File: src/rtl/ucsbece154a_uart_pkg.sv
// Shared types and constants for the memory-mapped UART transmitter.
// Register offsets are byte offsets within the 8-byte window; STATUS bit positions are listed here.
package ucsbece154a_uart_pkg;

  typedef enum logic [1:0] {
    UART_IDLE,
    UART_START,
    UART_DATA,
    UART_STOP
  } uart_state_t;

  localparam logic [2:0] UART_DATA_OFS   = 3'd0;
  localparam logic [2:0] UART_STATUS_OFS = 3'd4;

  localparam int ST_FULL      = 0;
  localparam int ST_EMPTY     = 1;
  localparam int ST_BUSY      = 2;
  localparam int ST_OVF       = 3;
  localparam int ST_COUNT_LSB = 8;

endpackage

File: src/rtl/ucsbece154a_fifo.sv
// Circular-buffer FIFO, head visible combinationally on dout; push when full and pop when empty are ignored.
// Count is one bit wider than the pointers so full and empty are distinguishable.
module ucsbece154a_fifo #(
  parameter int WIDTH = 8,
  parameter int DEPTH = 8,
  localparam int AW = $clog2(DEPTH)
) (
  input  logic             clk,
  input  logic             reset,
  input  logic             push,
  input  logic             pop,
  input  logic [WIDTH-1:0] din,
  output logic [WIDTH-1:0] dout,
  output logic             full,
  output logic             empty,
  output logic [AW:0]      count
);

  logic [WIDTH-1:0] mem [DEPTH];
  logic [AW-1:0]    wr_ptr;
  logic [AW-1:0]    rd_ptr;
  logic             do_push;
  logic             do_pop;

  assign full    = (count == (AW+1)'(DEPTH));
  assign empty   = (count == '0);
  assign do_push = push && !full;
  assign do_pop  = pop && !empty;
  assign dout    = mem[rd_ptr];

  always_ff @(posedge clk) begin
    if (do_push) mem[wr_ptr] <= din;
  end

  // Pointers wrap for free because DEPTH is a power of two.
  always_ff @(posedge clk or posedge reset) begin
    if (reset) begin
      wr_ptr <= '0;
      rd_ptr <= '0;
      count  <= '0;
    end else begin
      if (do_push) wr_ptr <= wr_ptr + 1'b1;
      if (do_pop)  rd_ptr <= rd_ptr + 1'b1;
      case ({do_push, do_pop})
        2'b10:   count <= count + 1'b1;
        2'b01:   count <= count - 1'b1;
        default: count <= count;
      endcase
    end
  end

endmodule

File: src/rtl/ucsbece154a_uart_tx.sv
// Memory-mapped 8N1 UART transmitter: DATA/STATUS register window, byte FIFO, registered TX line.
// A push starts a frame one edge later; no bus stall, a push into a full FIFO is dropped and flagged as overflow.
module ucsbece154a_uart_tx
  import ucsbece154a_uart_pkg::*;
#(
  parameter logic [31:0] BASE_ADDR    = 32'hFFFF_0000,
  parameter int          CLKS_PER_BIT = 16,
  parameter int          FIFO_DEPTH   = 8
) (
  input  logic        clk,
  input  logic        reset,
  input  logic        we_i,
  input  logic [31:0] a_i,
  input  logic [31:0] wd_i,
  output logic [31:0] rd_o,
  output logic        hit_o,
  output logic        tx_o
);

  localparam int CW = $clog2(FIFO_DEPTH) + 1;
  localparam int BW = $clog2(CLKS_PER_BIT);
  localparam logic [BW-1:0] BAUD_LAST = BW'(CLKS_PER_BIT - 1);

  uart_state_t   state, state_n;
  logic [BW-1:0] baud_cnt, baud_n;
  logic [2:0]    bit_cnt, bit_n;
  logic [7:0]    shift, shift_n;
  logic          tx_n;
  logic          overflow;

  logic [2:0]    ofs;
  logic          push_req;
  logic          status_wr;
  logic          pop;
  logic [7:0]    head;
  logic          full;
  logic          empty;
  logic [CW-1:0] count;
  logic          unused_bits;

  assign unused_bits = ^{a_i[1:0], wd_i[31:8]};
  assign hit_o       = (a_i[31:3] == BASE_ADDR[31:3]);
  assign ofs         = {a_i[2], 2'b00};
  assign push_req    = we_i && hit_o && (ofs == UART_DATA_OFS);
  assign status_wr   = we_i && hit_o && (ofs == UART_STATUS_OFS);

  ucsbece154a_fifo #(
    .WIDTH (8),
    .DEPTH (FIFO_DEPTH)
  ) u_fifo (
    .clk   (clk),
    .reset (reset),
    .push  (push_req),
    .pop   (pop),
    .din   (wd_i[7:0]),
    .dout  (head),
    .full  (full),
    .empty (empty),
    .count (count)
  );

  always_comb begin
    rd_o = '0;
    if (hit_o && ofs == UART_STATUS_OFS) begin
      rd_o[ST_FULL]              = full;
      rd_o[ST_EMPTY]             = empty;
      rd_o[ST_BUSY]              = (state != UART_IDLE);
      rd_o[ST_OVF]               = overflow;
      rd_o[ST_COUNT_LSB +: CW]   = count;
    end
  end

  always_ff @(posedge clk or posedge reset) begin
    if (reset)               overflow <= 1'b0;
    else if (status_wr)      overflow <= 1'b0;
    else if (push_req && full) overflow <= 1'b1;
  end

  always_comb begin
    state_n = state;
    baud_n  = baud_cnt + 1'b1;
    bit_n   = bit_cnt;
    shift_n = shift;
    pop     = 1'b0;
    case (state)
      UART_IDLE: begin
        baud_n = '0;
        bit_n  = '0;
        if (!empty) begin
          pop     = 1'b1;
          shift_n = head;
          state_n = UART_START;
        end
      end
      UART_START: begin
        if (baud_cnt == BAUD_LAST) begin
          baud_n  = '0;
          state_n = UART_DATA;
        end
      end
      UART_DATA: begin
        if (baud_cnt == BAUD_LAST) begin
          baud_n  = '0;
          shift_n = {1'b0, shift[7:1]};
          bit_n   = bit_cnt + 1'b1;
          if (bit_cnt == 3'd7) state_n = UART_STOP;
        end
      end
      UART_STOP: begin
        if (baud_cnt == BAUD_LAST) begin
          baud_n = '0;
          bit_n  = '0;
          // Chain straight into the next start bit so queued bytes leave with no idle gap.
          if (!empty) begin
            pop     = 1'b1;
            shift_n = head;
            state_n = UART_START;
          end else begin
            state_n = UART_IDLE;
          end
        end
      end
      default: state_n = UART_IDLE;
    endcase

    case (state_n)
      UART_START: tx_n = 1'b0;
      UART_DATA:  tx_n = shift_n[0];
      default:    tx_n = 1'b1;
    endcase
  end

  always_ff @(posedge clk or posedge reset) begin
    if (reset) begin
      state    <= UART_IDLE;
      baud_cnt <= '0;
      bit_cnt  <= '0;
      shift    <= '0;
      tx_o     <= 1'b1;
    end else begin
      state    <= state_n;
      baud_cnt <= baud_n;
      bit_cnt  <= bit_n;
      shift    <= shift_n;
      tx_o     <= tx_n;
    end
  end

endmodule

File: config.mk
export PLATFORM = sky130hd
export DESIGN_NAME = ucsbece154a_uart_tx
export DESIGN_NICKNAME = d
export VERILOG_FILES = /design/src/rtl/ucsbece154a_uart_pkg.sv /design/src/rtl/ucsbece154a_fifo.sv /design/src/rtl/ucsbece154a_uart_tx.sv
export SDC_FILE = /design/constraint.sdc
export NUM_CORES = 1
export LEC_CHECK = 0
export BUFFER_PORTS_ARGS = -buffer_cell sky130_fd_sc_hd__buf_2
export CORE_MARGIN = 5
export CORE_UTILIZATION = 42
export CTS_CLUSTER_DIAMETER = 150
export DETAILED_ROUTE_END_ITERATION = 16
export PLACE_DENSITY_LB_ADDON = 0.25
export SYNTH_ARGS = -nofsm -noshare
export SYNTH_HDL_FRONTEND = slang
export SYNTH_SLANG_ARGS = --single-unit
File: constraint.sdc
create_clock -name clk -period 4.65 [get_ports clk]
set_clock_uncertainty 0.2 [all_clocks]
set_input_delay 1.395 -clock clk [delete_from_list [all_inputs] [get_ports clk]]
set_output_delay 1.395 -clock clk [all_outputs]
set_load 0.01 [all_outputs]
==> results of run 1 <==
==> synth_stat cells, drive strengths merged, types with 2 or more instances <==
cell     n  share of area
nand2    8         0.0069
mux4    15          0.077
a21o     2         0.0034
a31oi    3         0.0043
inv     13          0.011
or4      3         0.0060
edfxtp  64           0.44
mux2     2         0.0052
nor3     5         0.0080
and3     5         0.0072
a21oi    6         0.0069
buf     29          0.049
clkbuf   5         0.0043
xnor2    7          0.014
nand4b   2         0.0040
nor2    23          0.020
nand2b   2         0.0029
dfrtp   28           0.16
xor2     3         0.0060
nand3    6         0.0069
nand4    7          0.015
ha      13          0.037
o21ai   10          0.011
mux2i   14          0.035
a221o    6          0.014
nor4     2         0.0077
==> flip-flops by register name, indices dropped and copies added, names as in the netlist <==
name	count
u_fifo.rd_ptr	3
u_fifo.count	4
u_fifo.wr_ptr	3
shift	8
tx_o	1
baud_cnt	4
overflow	1
u_fifo.mem	64
bit_cnt	3
state	2
==> layout make-up <==
type                            instances  area (um^2)  area share
Clock buffer                            9        123.9     0.02514
Clock inverter                          7        82.58     0.01676
Inverter                               13        48.80    0.009903
Multi-Input combinational cell        180         1528      0.3101
Sequential cell                        93         2649      0.5376
Tap cell                              136        170.2     0.03454
Timing Repair Buffer                   60        325.3     0.06602
==> routing by layer <==
layer | vias to the layer above | track usage | wire length (um)
met5 | - | 0 | 0
met4 | 0 | 0.03650 | 67
met3 | 7 | 0.03587 | 401
met2 | 54 | 0.2202 | 4021
met1 | 1238 | 0.1648 | 3302
li1 | 1183 | - | -
==> power by group through the flow <==
stage / Combinational, mW / Sequential (mW) / Clock, mW
3_3_place_gp: 0.0927 / 0.970 / 0
5_1_grt: 0.110 / 0.960 / 0.613
6_report: 0.0962 / 0.955 / 0.552
3_5_place_dp: 0.0975 / 0.972 / 0
2_1_floorplan: 0.0725 / 0.967 / 0
4_1_cts: 0.0973 / 0.955 / 0.572
==> worst max-delay path by stage <==
| stage | endpoint | slack, ns | cells after the start |
|---|---|---|---|
| after floorplan | rd_o[1] | 0.29 | 6 |
| final | rd_o[1] | 0.14 | 7 |
| after global placement | rd_o[1] | 0.07 | 7 |
| after global routing | rd_o[1] | 0.004 | 7 |
| after CTS | rd_o[8] | 0.08 | 7 |
| after detailed placement | rd_o[8] | 0.08 | 7 |
==> stage by stage <==
stage / hold WS (ns) / instances / setup WS [ns] / cell area, um^2
4_1_cts: 0.2966 / 498 / 0.07695 / 4916
5_1_grt: 0.3416 / 498 / 0.004094 / 4927
2_1_floorplan: 0.2512 / 320 / 0.2855 / 4447
6_report: 0.2989 / 498 / 0.1448 / 4927
3_5_place_dp: 0.2769 / 482 / 0.07731 / 4710
3_3_place_gp: 0.2708 / 482 / 0.07327 / 4710
==> worst min-delay path, delay by kind of cell (launching register included) <==
family | cells | cell delay, ns
AO/OA/AOI/OAI | 1 | 0.06
AND/OR/NAND/NOR | 1 | 0.05
flip-flops | 1 | 0.36
==> cell families after synthesis <==
| group | after synthesis |
|---|---|
| AOI/OAI and AO/OA | 32 |
| muxes | 31 |
| adders and majority gates | 14 |
| DFF | 93 |
| buffers and inverters | 47 |
| xor gates and xnor gates | 10 |
| and+or+nand+nor | 69 |
| other | 1 |
==> placed cells by master, fill, tap and decap left out, types with 2 or more instances in the layout <==
master	instances
a221o_1	6
nand2_1	8
ha_1	13
nor3_1	3
mux2_2	2
nand4b_1	2
edfxtp_1	64
inv_8	2
buf_4	10
xor2_1	3
nor4_4	2
a21o_1	2
nor3_2	2
clkinv_4	2
conb_1	24
inv_1	13
nand3_1	6
buf_2	50
nand4_1	5
or4_1	2
xnor2_1	7
dfrtp_1	28
clkbuf_8	9
nor2_1	23
a21oi_1	6
mux4_2	15
and3_1	5
mux2i_1	13
a31oi_1	3
nand2b_1	2
o21ai_0	10
==> repair_timing <==
action,in CTS,in global routing
setup endpoints to repair,0,4
resized for setup,0,2
hold endpoints to repair,0,0
==> implementation parameters, run 1 <==
Parameter                              Value

Min path
  Cell depth of the worst min-delay path    2
  Path type of the worst min-delay path    reg -> reg
  Worst hold path endpoint    shift[7]$_DFFE_PP0P_
  Startpoint of the lowest-slack hold path    shift[7]$_DFFE_PP0P_

Layout
  Final Net Count    around 440
  Layout area overhead    13.00%
  Utilization of the core after routing    0.4816
  Ratio of cells with drive above 1 in the final layout    0.2956
  Total of fill cells in the finished design    ~900
  Antenna diode count    0

Logic synthesis
  Mean cell area of the mapped netlist    14.68 um^2
  Synth Area in XOR/XNOR    0.02009
  Main synth FF type    edfxtp_1
  Compound-Gate Fraction of Synth Area    0.05280
  Fraction of registers with async set/reset    0.3118
  Count of flip-flops with a built-in enable after synthesis    64
  Share of the yosys chip area belonging to registers    0.6075
  Mux cell area share after synthesis    0.1176
  Adder and majority cell fraction of the synthesized area    0.04189
  Ys Warns    0
  Share of synthesized cell area in and, or, nand and nor gates    0.09469
  Distinct cell type count after synthesis    48
  Post-Synthesis Cells    roughly 300
  Number of register bits inferred by synthesis    93
  Largest family of logic cells by synthesized area    multiplexers
  Post-synth design cell area    roughly 4400 um^2

Critical path
  Reg2reg path depth    11
  Largest fanout on the critical path    6
  Launch point of the worst path    a_i[12]
  Worst endpoint data arrival time    a little under 3 ns
  Kind of cell adding the most delay to the critical path    simple AND/OR/NAND/NOR gates
  Critical path cell sequence    buf_2 -> or4_4 -> nor4_4 -> and2_4 -> nand2_1 -> nor2_1 -> buf_2
  Type of origin of the critical path    input pin
  Critical path buffers and inverters    2
  Worst r2r dst    u_fifo.count[3]$_DFFE_PP0P_
  Critical Path End Type    output port
  Worst r2r src    state[1]$_DFF_PP0_
  Cell repeated most along the worst path    buf_2
  Worst Path Required    between 3 and 4 ns
  Worst path max stage delay    0.53 ns
  Setup CP Type    in -> out
  Reg-to-reg setup timing slack    about 1.7 ns
  Slowest stage cell, crit path    or4_4

Die
  Overall die height    approximately 110 um
  Standard cell core area    roughly 10000 um^2
  Boundary Pins    ~100
  Starting density of the core    0.4262
  Num rows    37
  Die ar.    roughly 13000 um^2
  Die extent in x    approximately 110 um

Pwr
  Design Power    1.603 mW
  Internal power of the cells    around 1.2 mW
  Clock network fraction of design power    0.344
  Cell Pwr Density    ~330 nW/um^2
  Psw    370.9 uW
  Lkg Pwr    just over 2 nW
  Sequential Power Share    0.596
  Worst VDD drop    around 0.18 mV
  Sw frac    0.2314
  Combinational Power Share    0.060

Clock network
  TritonCTS clock tree    yes
  Clk Latency, worst-skew pair    around 0.36 ns
  Postcts setup bufs    0
  Total clock buffers created by CTS    9
  Maximum buffer depth of the clock tree    2
  H-tree depth    3
  Hold bufs inserted after CTS    0
  Worst-path clk slew    ~0.09 ns
  Root buffer cell    clkbuf_8
  Total number of clock tree sinks    93

Global route
  Number of global-route vias before repair    between 2000 and 3000
  Largest net degree at the start of global routing    30
  GRT Residual Overflow    0
  Total GRT Usage    0.1303
  Number of antenna violations at the first check in global routing    0
  Wire length of the first global-routing pass    ~13 mm

STA
  Setup violations, final    0
  Slew Viols, Final    0
  Tightest slew margin relative to the limit    0.2767
  Final hold viol count    0
  Total negative slack for setup checks    0 ns
  Period utilisation layout    0.9689
  Post-layout minimum cycle time    approximately 4.5 ns
  Slew of the pin with the lowest slew margin    between 1 and 1.5 ns
  RSZ-0062 raised after global routing    no
  Achievable Freq    around 220 MHz

Place
  Final GP Congestion    0.8092
  Count of buffers from port buffering    50
  Detailed placer's ending HPWL    roughly 5.4 mm

Routing
  Antenna violation net count after detailed routing    0
  Number of detailed-routing iterations run before antenna repair    4
  WL per Instance    roughly 16 um
  Wire length reported by the detailed router    a little under 8 mm
  Via count of the routed design    between 2000 and 2500
  Initial drt markers    about 130
  Post-route DRC    0
  Detailed-route vias per instance    4.984

Run
  Max-cap violations    0

Outcome
  Run status    finished, final reports clean
Power figures use the tool's default switching activity.
==> inputs of run 2 (changes only) <==
ABC_AREA = 1   (was unset)
==> implementation parameters, run 2 <==
Parameter                              Value

Outcome
  Run status    finished, final reports clean

Critical path
  Crit path to    rd_o[0]
  Worst Path Required    3.05 ns (about the same)
  Launch point of the worst path    a_i[12]
  Critical Path End Type    output port
  Critical path cell sequence    buf_2 -> nor2_1 -> nand3_1 -> nor2_1 -> inv_1 -> nor2_2 -> nand2_2 -> nor3_1 -> buf_2
  Slowest stage cell, crit path    nor2_1
  Worst endpoint data arrival time    2.51 ns (-0.40 ns)
  Setup CP Type    in -> out
  Largest fanout on the critical path    8 (+2)
  Worst r2r src    u_fifo.count[1]$_DFFE_PP0P_
  Type of origin of the critical path    input pin
  Reg-to-reg setup timing slack    1.71 ns (about the same)
  Worst r2r dst    u_fifo.count[3]$_DFFE_PP0P_
  Reg2reg path depth    12 (+1)
  Worst path max stage delay    0.17 ns (-0.36 ns)

Logic synthesis
  Share of synthesized cell area in and, or, nand and nor gates    0.2577 (+0.1630)
  Mean cell area of the mapped netlist    8.933 um^2 (-39%)
  Cell taking the most area after synthesis    edfxtp_1
  Adder and majority cell fraction of the synthesized area    0.03759 (-0.004304)
  Post-Synthesis Cells    544 (+83%)
  Most common cell in the synthesized netlist    nand2_1
  Cell types occupying the most area after synthesis    edfxtp_1 40%, dfrtp_1 14%, nand2_1 14%, inv_1 5.1%, nand3_1 4.7%
  Ys Warns    0 (unchanged)
  Count of flip-flops with a built-in enable after synthesis    64 (unchanged)
  Main synth FF type    edfxtp_1
  Post-synth design cell area    4860 um^2 (+11%)
  Mux cell area share after synthesis    0.002317 (-0.1153)
  Number of register bits inferred by synthesis    93 (unchanged)
  Fraction of registers with async set/reset    0.3118 (unchanged)
  Distinct cell type count after synthesis    36 (-25%)
  Most common library cells after synthesis    181 x nand2_1, 66 x inv_1, 64 x edfxtp_1, 46 x nand3_1, 43 x nor2_1
  Area fraction of the dominant cell type after synthesis    0.3955 (-0.04528)
  Share of the yosys chip area belonging to registers    0.5451 (-0.06240)
  Synth Area in XOR/XNOR    0.01442 (-0.005668)
  Largest family of logic cells by synthesized area    simple AND/OR/NAND/NOR gates
  Compound-Gate Fraction of Synth Area    0.03373 (-0.01907)

STA
  Final hold viol count    0 (unchanged)
  Slew Viols, Final    0 (unchanged)
  RSZ-0062 raised after global routing    no
  Tightest slew margin relative to the limit    0.4888 (+0.2121)
  Final Worst Setup Slack    0.5428 ns (+0.3980 ns)
  Slew of the pin with the lowest slew margin    0.7668 ns (-0.3169 ns)
  Period utilisation layout    0.8833 (-0.08560)
  Post-layout minimum cycle time    4.107 ns (-0.3980 ns)
  Setup violations, final    0 (unchanged)
  Achievable Freq    243.5 MHz (+9.7%)
  Total negative slack for setup checks    0 ns (unchanged)

Clock network
  Hold bufs inserted after CTS    0 (unchanged)
  Clk Latency, worst-skew pair    0.34 ns (-0.02 ns)
  Total clock buffers created by CTS    9 (unchanged)
  H-tree depth    3 (unchanged)
  Total number of clock tree sinks    93 (unchanged)
  Maximum buffer depth of the clock tree    2 (unchanged)
  Post-CTS sizing    0 (unchanged)
  Postcts setup bufs    0 (unchanged)
  TritonCTS clock tree    yes
  Root buffer cell    clkbuf_16
  Worst-path clk slew    0.06 ns (-0.03 ns)

Pwr
  Design Power    1.735 mW (+8.2%)
  Cell Pwr Density    315.9 nW/um^2 (-2.9%)
  Lkg Pwr    2.623 nW (+28%)
  Worst VDD drop    0.2313 mV (+28%)

Global route
  Wire length of the first global-routing pass    15.99 mm (+25%)
  Number of global-route vias before repair    3408 (+35%)
  Largest net degree at the start of global routing    41 (+37%)
  GRT Residual Overflow    0 (unchanged)
  Total GRT Usage    0.1417 (+0.01138)
  Number of antenna violations at the first check in global routing    0 (unchanged)

Die
  Die extent in x    117.6 um (+5.1%)
  Starting density of the core    0.4274 (+0.001228)
  Standard cell core area    11370 um^2 (+11%)
  Boundary Pins    101 (unchanged)
  Overall die height    117.6 um (+5.1%)
  Num rows    39 (+5.4%)
  Die ar.    13820 um^2 (+10%)

Layout
  Antenna diode count    0 (unchanged)
  Ratio of cells with drive above 1 in the final layout    0.1680 (-0.1275)
  Layout area overhead    13.00% (about the same)
  Final standard cell count with taps included and fillers excluded    750 (+51%)
  Max reg flops    64 (unchanged)
  Footprint of the multi-input gates    1770 um^2 (+16%)
  Register containing the most flip-flops in the final layout    u_fifo.mem
  Final Net Count    683 (+56%)
  Area used by sequential logic in the layout    2649 um^2 (unchanged)
  Most common library cell in the layout ignoring fill and taps    nand2_1
  Leading cell types in the layout, fill and taps excluded    181 x nand2_1, 66 x inv_1, 64 x edfxtp_1, 50 x buf_2, 46 x nand3_1
  Total of fill cells in the finished design    1066 (+19%)
  Top flop regs    u_fifo.mem x64, shift x8

Place
  Pre-CTS WS    0.5147 ns (+0.4374 ns)
  Detailed placer's ending HPWL    6.578 mm (+23%)
  Final GP Congestion    0.7734 (-4.4%)
  Number of placed instances, taps included    734 (+52%)
  Count of buffers from port buffering    50 (unchanged)

Routing
  Post-route DRC    0 (unchanged)
  WL per Instance    12.99 um (-17%)
  Via count of the routed design    3465 (+40%)
  Number of detailed-routing iterations run before antenna repair    4 (unchanged)
  Antenna violation net count after detailed routing    0 (unchanged)
  Detailed-route vias per instance    4.620 (-7.3%)
  Initial drt markers    169 (+33%)
  Wire length reported by the detailed router    9.746 mm (+25%)

Run
  Max-cap violations    0 (unchanged)

Min path
  Path type of the worst min-delay path    reg -> reg
[run 2: cell types whose count changed in the layout (fill, tap and decap cells not counted), moves of 9 or more]
| cell | change |
|---|---|
| clkbuf_8 | -9 |
| nor2_1 | +20 |
| inv_1 | +53 |
| clkbuf_16 | +9 |
| nand2_1 | +173 |
| mux2i_1 | -13 |
| mux4_2 | -15 |
| nand3_1 | +40 |
[run 2: worst min path at each step]
| stage | end | slack (ns) | start | cells past startpoint |
|---|---|---|---|---|
| 5_1_grt | baud_cnt[0]$_DFF_PP0_ | 0.28 | baud_cnt[0]$_DFF_PP0_ | 1 |
| 2_1_floorplan | baud_cnt[0]$_DFF_PP0_ | 0.23 | baud_cnt[0]$_DFF_PP0_ | 1 |
| 4_1_cts | baud_cnt[0]$_DFF_PP0_ | 0.26 | baud_cnt[0]$_DFF_PP0_ | 1 |
| 6_report | baud_cnt[0]$_DFF_PP0_ | 0.26 | baud_cnt[0]$_DFF_PP0_ | 1 |
| 3_3_place_gp | baud_cnt[0]$_DFF_PP0_ | 0.25 | baud_cnt[0]$_DFF_PP0_ | 1 |
| 3_5_place_dp | baud_cnt[0]$_DFF_PP0_ | 0.25 | baud_cnt[0]$_DFF_PP0_ | 1 |
[run 2: per-stage QoR]
| stage | instance area [um^2] | utilization | hold slack (ns) |
|---|---|---|---|
| floorplan | 4946 | - | 0.2300 |
| global route | 5492 | 0.4830 | 0.2752 |
| CTS | 5492 | 0.4830 | 0.2636 |
| global placement | 5194 | 0.4568 | 0.2472 |
| detailed placement | 5194 | 0.4568 | 0.2501 |
| finish | 5492 | 0.4830 | 0.2623 |
[run 2: cell families (layout without fill, tap and decap cells)]
group | after synthesis | after routing
and+or+nand+nor | 292 | 292
buffers and inverters | 108 | 148
DFF | 93 | 93
AOI/OAI and AO/OA | 27 | 27
adders and majority gates | 14 | 14
xor gates and xnor gates | 8 | 8
other | 1 | 24
muxes | 1 | 1
[run 2: layout make-up]
type                            count  area share
Sequential cell                    93      0.4823
Multi-Input combinational cell    366      0.3224
Timing Repair Buffer               60     0.05924
Inverter                           72     0.04921
Clock buffer                       10     0.04170
Tap cell                          143     0.03258
Clock inverter                      6     0.01253
[run 2: critical path: cells and delay by family]
family | cells | cell delay (ns)
simple gates | 6 | 0.79
buf+inv | 3 | 0.32
[run 2: report_power, final]
part,internal [mW],leakage (nW),switching [mW]
sequential,0.892,0.966,0.00296
combinational,0.0350,1.51,0.0664
clock,0.423,0.149,0.316
total,1.35,2.62,0.385
[run 2: routing by layer]
metal  part of all wire  global-route usage  routed length (um)  vias to the layer above
li1                   -                   -                   -                     1785
met3              0.057             0.02883                 556                        4
met2               0.50              0.2461                4871                       90
met1               0.43              0.1748                4235                     1586
met5                  0                   0                   0                        -
met4             0.0084             0.04946                  82                        0
==> inputs of run 3 (changes only) <==
ABC_AREA = unset   (was 1)
CORE_MARGIN = unset   (was 5)
==> implementation parameters, run 3 (synthesis results as in run 1) <==
Parameter                              Value

Critical path
  Type of origin of the critical path    input pin
  Worst path max stage delay    0.54 ns (+0.37 ns)
  Largest fanout on the critical path    5 (-3)
  Cell repeated most along the worst path    buf_2
  Critical path cell sequence    buf_2 -> or4_4 -> nor4_4 -> and2_4 -> buf_4 -> and3_1 -> buf_2
  Worst endpoint data arrival time    2.91 ns (+0.40 ns)
  Slowest stage cell, crit path    or4_4
  Setup CP Type    in -> out
  Critical Path End Type    output port
  Worst Path Required    3.05 ns (about the same)
  Kind of cell adding the most delay to the critical path    simple AND/OR/NAND/NOR gates
  Critical path buffers and inverters    3 (unchanged)

Clock network
  H-tree depth    3 (unchanged)
  Total number of clock tree sinks    93 (unchanged)
  Root buffer cell    clkbuf_8
  TritonCTS clock tree    yes
  Total clock buffers created by CTS    9 (unchanged)
  Maximum buffer depth of the clock tree    2 (unchanged)
  Hold bufs inserted after CTS    0 (unchanged)
  Clk Latency, worst-skew pair    0.36 ns (+0.02 ns)
  Worst-path clk slew    0.09 ns (+0.03 ns)

STA
  Total negative slack for setup checks    0 ns (unchanged)
  Slew of the pin with the lowest slew margin    0.9514 ns (+0.1845 ns)
  RSZ-0062 raised after global routing    no
  Slew Viols, Final    0 (unchanged)
  Tightest slew margin relative to the limit    0.3658 (-0.1230)
  Post-layout minimum cycle time    4.507 ns (+0.3994 ns)
  Achievable Freq    221.9 MHz (-8.9%)
  Setup violations, final    0 (unchanged)
  Final hold viol count    0 (unchanged)
  Period utilisation layout    0.9691 (+0.08589)

Layout
  Utilization of the core after routing    0.4976 (+0.01460)
  Layout area overhead    13.08% (about the same)
  Ratio of cells with drive above 1 in the final layout    0.3022 (+0.1342)
  Most common library cell in the layout ignoring fill and taps    edfxtp_1
  Max reg flops    64 (unchanged)
  Leading cell types in the layout, fill and taps excluded    64 x edfxtp_1, 50 x buf_2, 28 x dfrtp_1, 24 x conb_1, 23 x nor2_1
  Final standard cell count with taps included and fillers excluded    497 (-34%)
  Antenna diode count    0 (unchanged)
  Top flop regs    u_fifo.mem x64, shift x8
  Total of fill cells in the finished design    887 (-17%)
  Final Net Count    440 (-36%)
  Register containing the most flip-flops in the final layout    u_fifo.mem

Global route
  Number of antenna violations at the first check in global routing    0 (unchanged)
  Total GRT Usage    0.1529 (+0.01124)
  GRT Residual Overflow    0 (unchanged)
  Largest net degree at the start of global routing    30 (-27%)
  Wire length of the first global-routing pass    12.65 mm (-21%)
  Number of global-route vias before repair    2495 (-27%)

Routing
  Number of detailed-routing iterations run before antenna repair    4 (unchanged)
  Antenna violation net count after detailed routing    0 (unchanged)
  Initial drt markers    70 (-59%)
  Via count of the routed design    2500 (-28%)
  WL per Instance    15.55 um (+20%)
  Post-route DRC    0 (unchanged)
  Wire length reported by the detailed router    7.728 mm (-21%)
  Detailed-route vias per instance    5.030 (+8.9%)

Pwr
  Cell Pwr Density    319.5 nW/um^2 (+1.2%)
  Lkg Pwr    2.055 nW (-22%)
  Worst VDD drop    0.2882 mV (+25%)

Die
  Die extent in x    103.9 um (-12%)
  Boundary Pins    101 (unchanged)
  Starting density of the core    0.4400 (+0.01260)
  Overall die height    103.9 um (-12%)
  Die ar.    10790 um^2 (-22%)
  Num rows    36 (-7.7%)
  Standard cell core area    9910 um^2 (-13%)

Place
  Detailed placer's ending HPWL    5.237 mm (-20%)
  Count of buffers from port buffering    50 (unchanged)
  Final GP Congestion    0.7556 (-2.3%)
  Number of placed instances, taps included    481 (-34%)

Outcome
  Run status    finished, final reports clean

Run
  Max-cap violations    0 (unchanged)

Min path
  Path type of the worst min-delay path    reg -> reg
## run 3: cell count changes in the layout (fill, tap and decap cells not counted), moves of 7 or more
| cell | before | now |
|---|---|---|
| nand2_1 | 181 | 8 |
| inv_1 | 66 | 13 |
| nand3_1 | 46 | 6 |
| mux4_2 | 0 | 15 |
| nor2_1 | 43 | 23 |
| clkbuf_8 | 0 | 9 |
| or2_2 | 7 | 0 |
| clkbuf_16 | 9 | 0 |
| mux2i_1 | 0 | 13 |
## run 3: power by group
part	internal (mW)	total, mW	switching [mW]
Sequential	0.927	0.954	0.0269
Clock	0.213	0.524	0.312
Combinational	0.0474	0.0969	0.0495
## run 3: worst paths after layout
kind / slack, ns / start / endpoint / cells past startpoint
setup / recovery: 0.14 / a_i[12] / rd_o[3] / 7
hold / removal: 0.28 / bit_cnt[0]$_DFFE_PP0P_ / bit_cnt[0]$_DFFE_PP0P_ / 1
setup reg to reg: 1.70 / state[1]$_DFF_PP0_ / u_fifo.count[3]$_DFFE_PP0P_ / 11
hold reg to reg: 0.28 / bit_cnt[0]$_DFFE_PP0P_ / bit_cnt[0]$_DFFE_PP0P_ / 1
max in group asynchronous: 3.04 / reset / tx_o$_DFF_PP1_ / 3
min in group asynchronous: 0.89 / reset / u_fifo.count[0]$_DFFE_PP0P_ / 3
## run 3: cell type report
| class | instances | area (um^2) | share of cell area |
|---|---|---|---|
| inverter | 13 | 48.80 | 0.009896 |
| clock buffer | 9 | 123.9 | 0.02512 |
| clock inverter | 7 | 75.07 | 0.01522 |
| multi-input combinational | 180 | 1528 | 0.3098 |
| tap | 133 | 166.4 | 0.03375 |
| sequential | 93 | 2649 | 0.5372 |
| timing repair buffer | 62 | 340.3 | 0.06902 |
## run 3: per-layer routing
metal / track usage / vias to the layer above / wire length [um] / share of wire
met5: 0 / - / 0 / 0
met4: 0.06122 / 0 / 148 / 0.019
met3: 0.03195 / 15 / 226 / 0.029
met2: 0.2557 / 53 / 3891 / 0.50
met1: 0.1945 / 1241 / 3462 / 0.45
li1: - / 1191 / - / -
## run 3: repair_timing
item                                    in CTS  in global routing
buffers inserted                             0                  0
gates resized for setup                      0                  2
endpoints found under the setup margin       0                  8
## run 3: metrics by stage
stage | area [um^2] | power, mW | hold slack (ns) | setup WS (ns)
2_1_floorplan | 4447 | 1.040 | 0.2512 | 0.2855
3_3_place_gp | 4721 | 1.063 | 0.2735 | 0.1109
3_5_place_dp | 4721 | 1.069 | 0.2764 | 0.1002
4_1_cts | 4920 | 1.596 | 0.2893 | 0.09875
5_1_grt | 4931 | 1.641 | 0.3171 | 0.03178
6_report | 4931 | 1.576 | 0.2833 | 0.1435
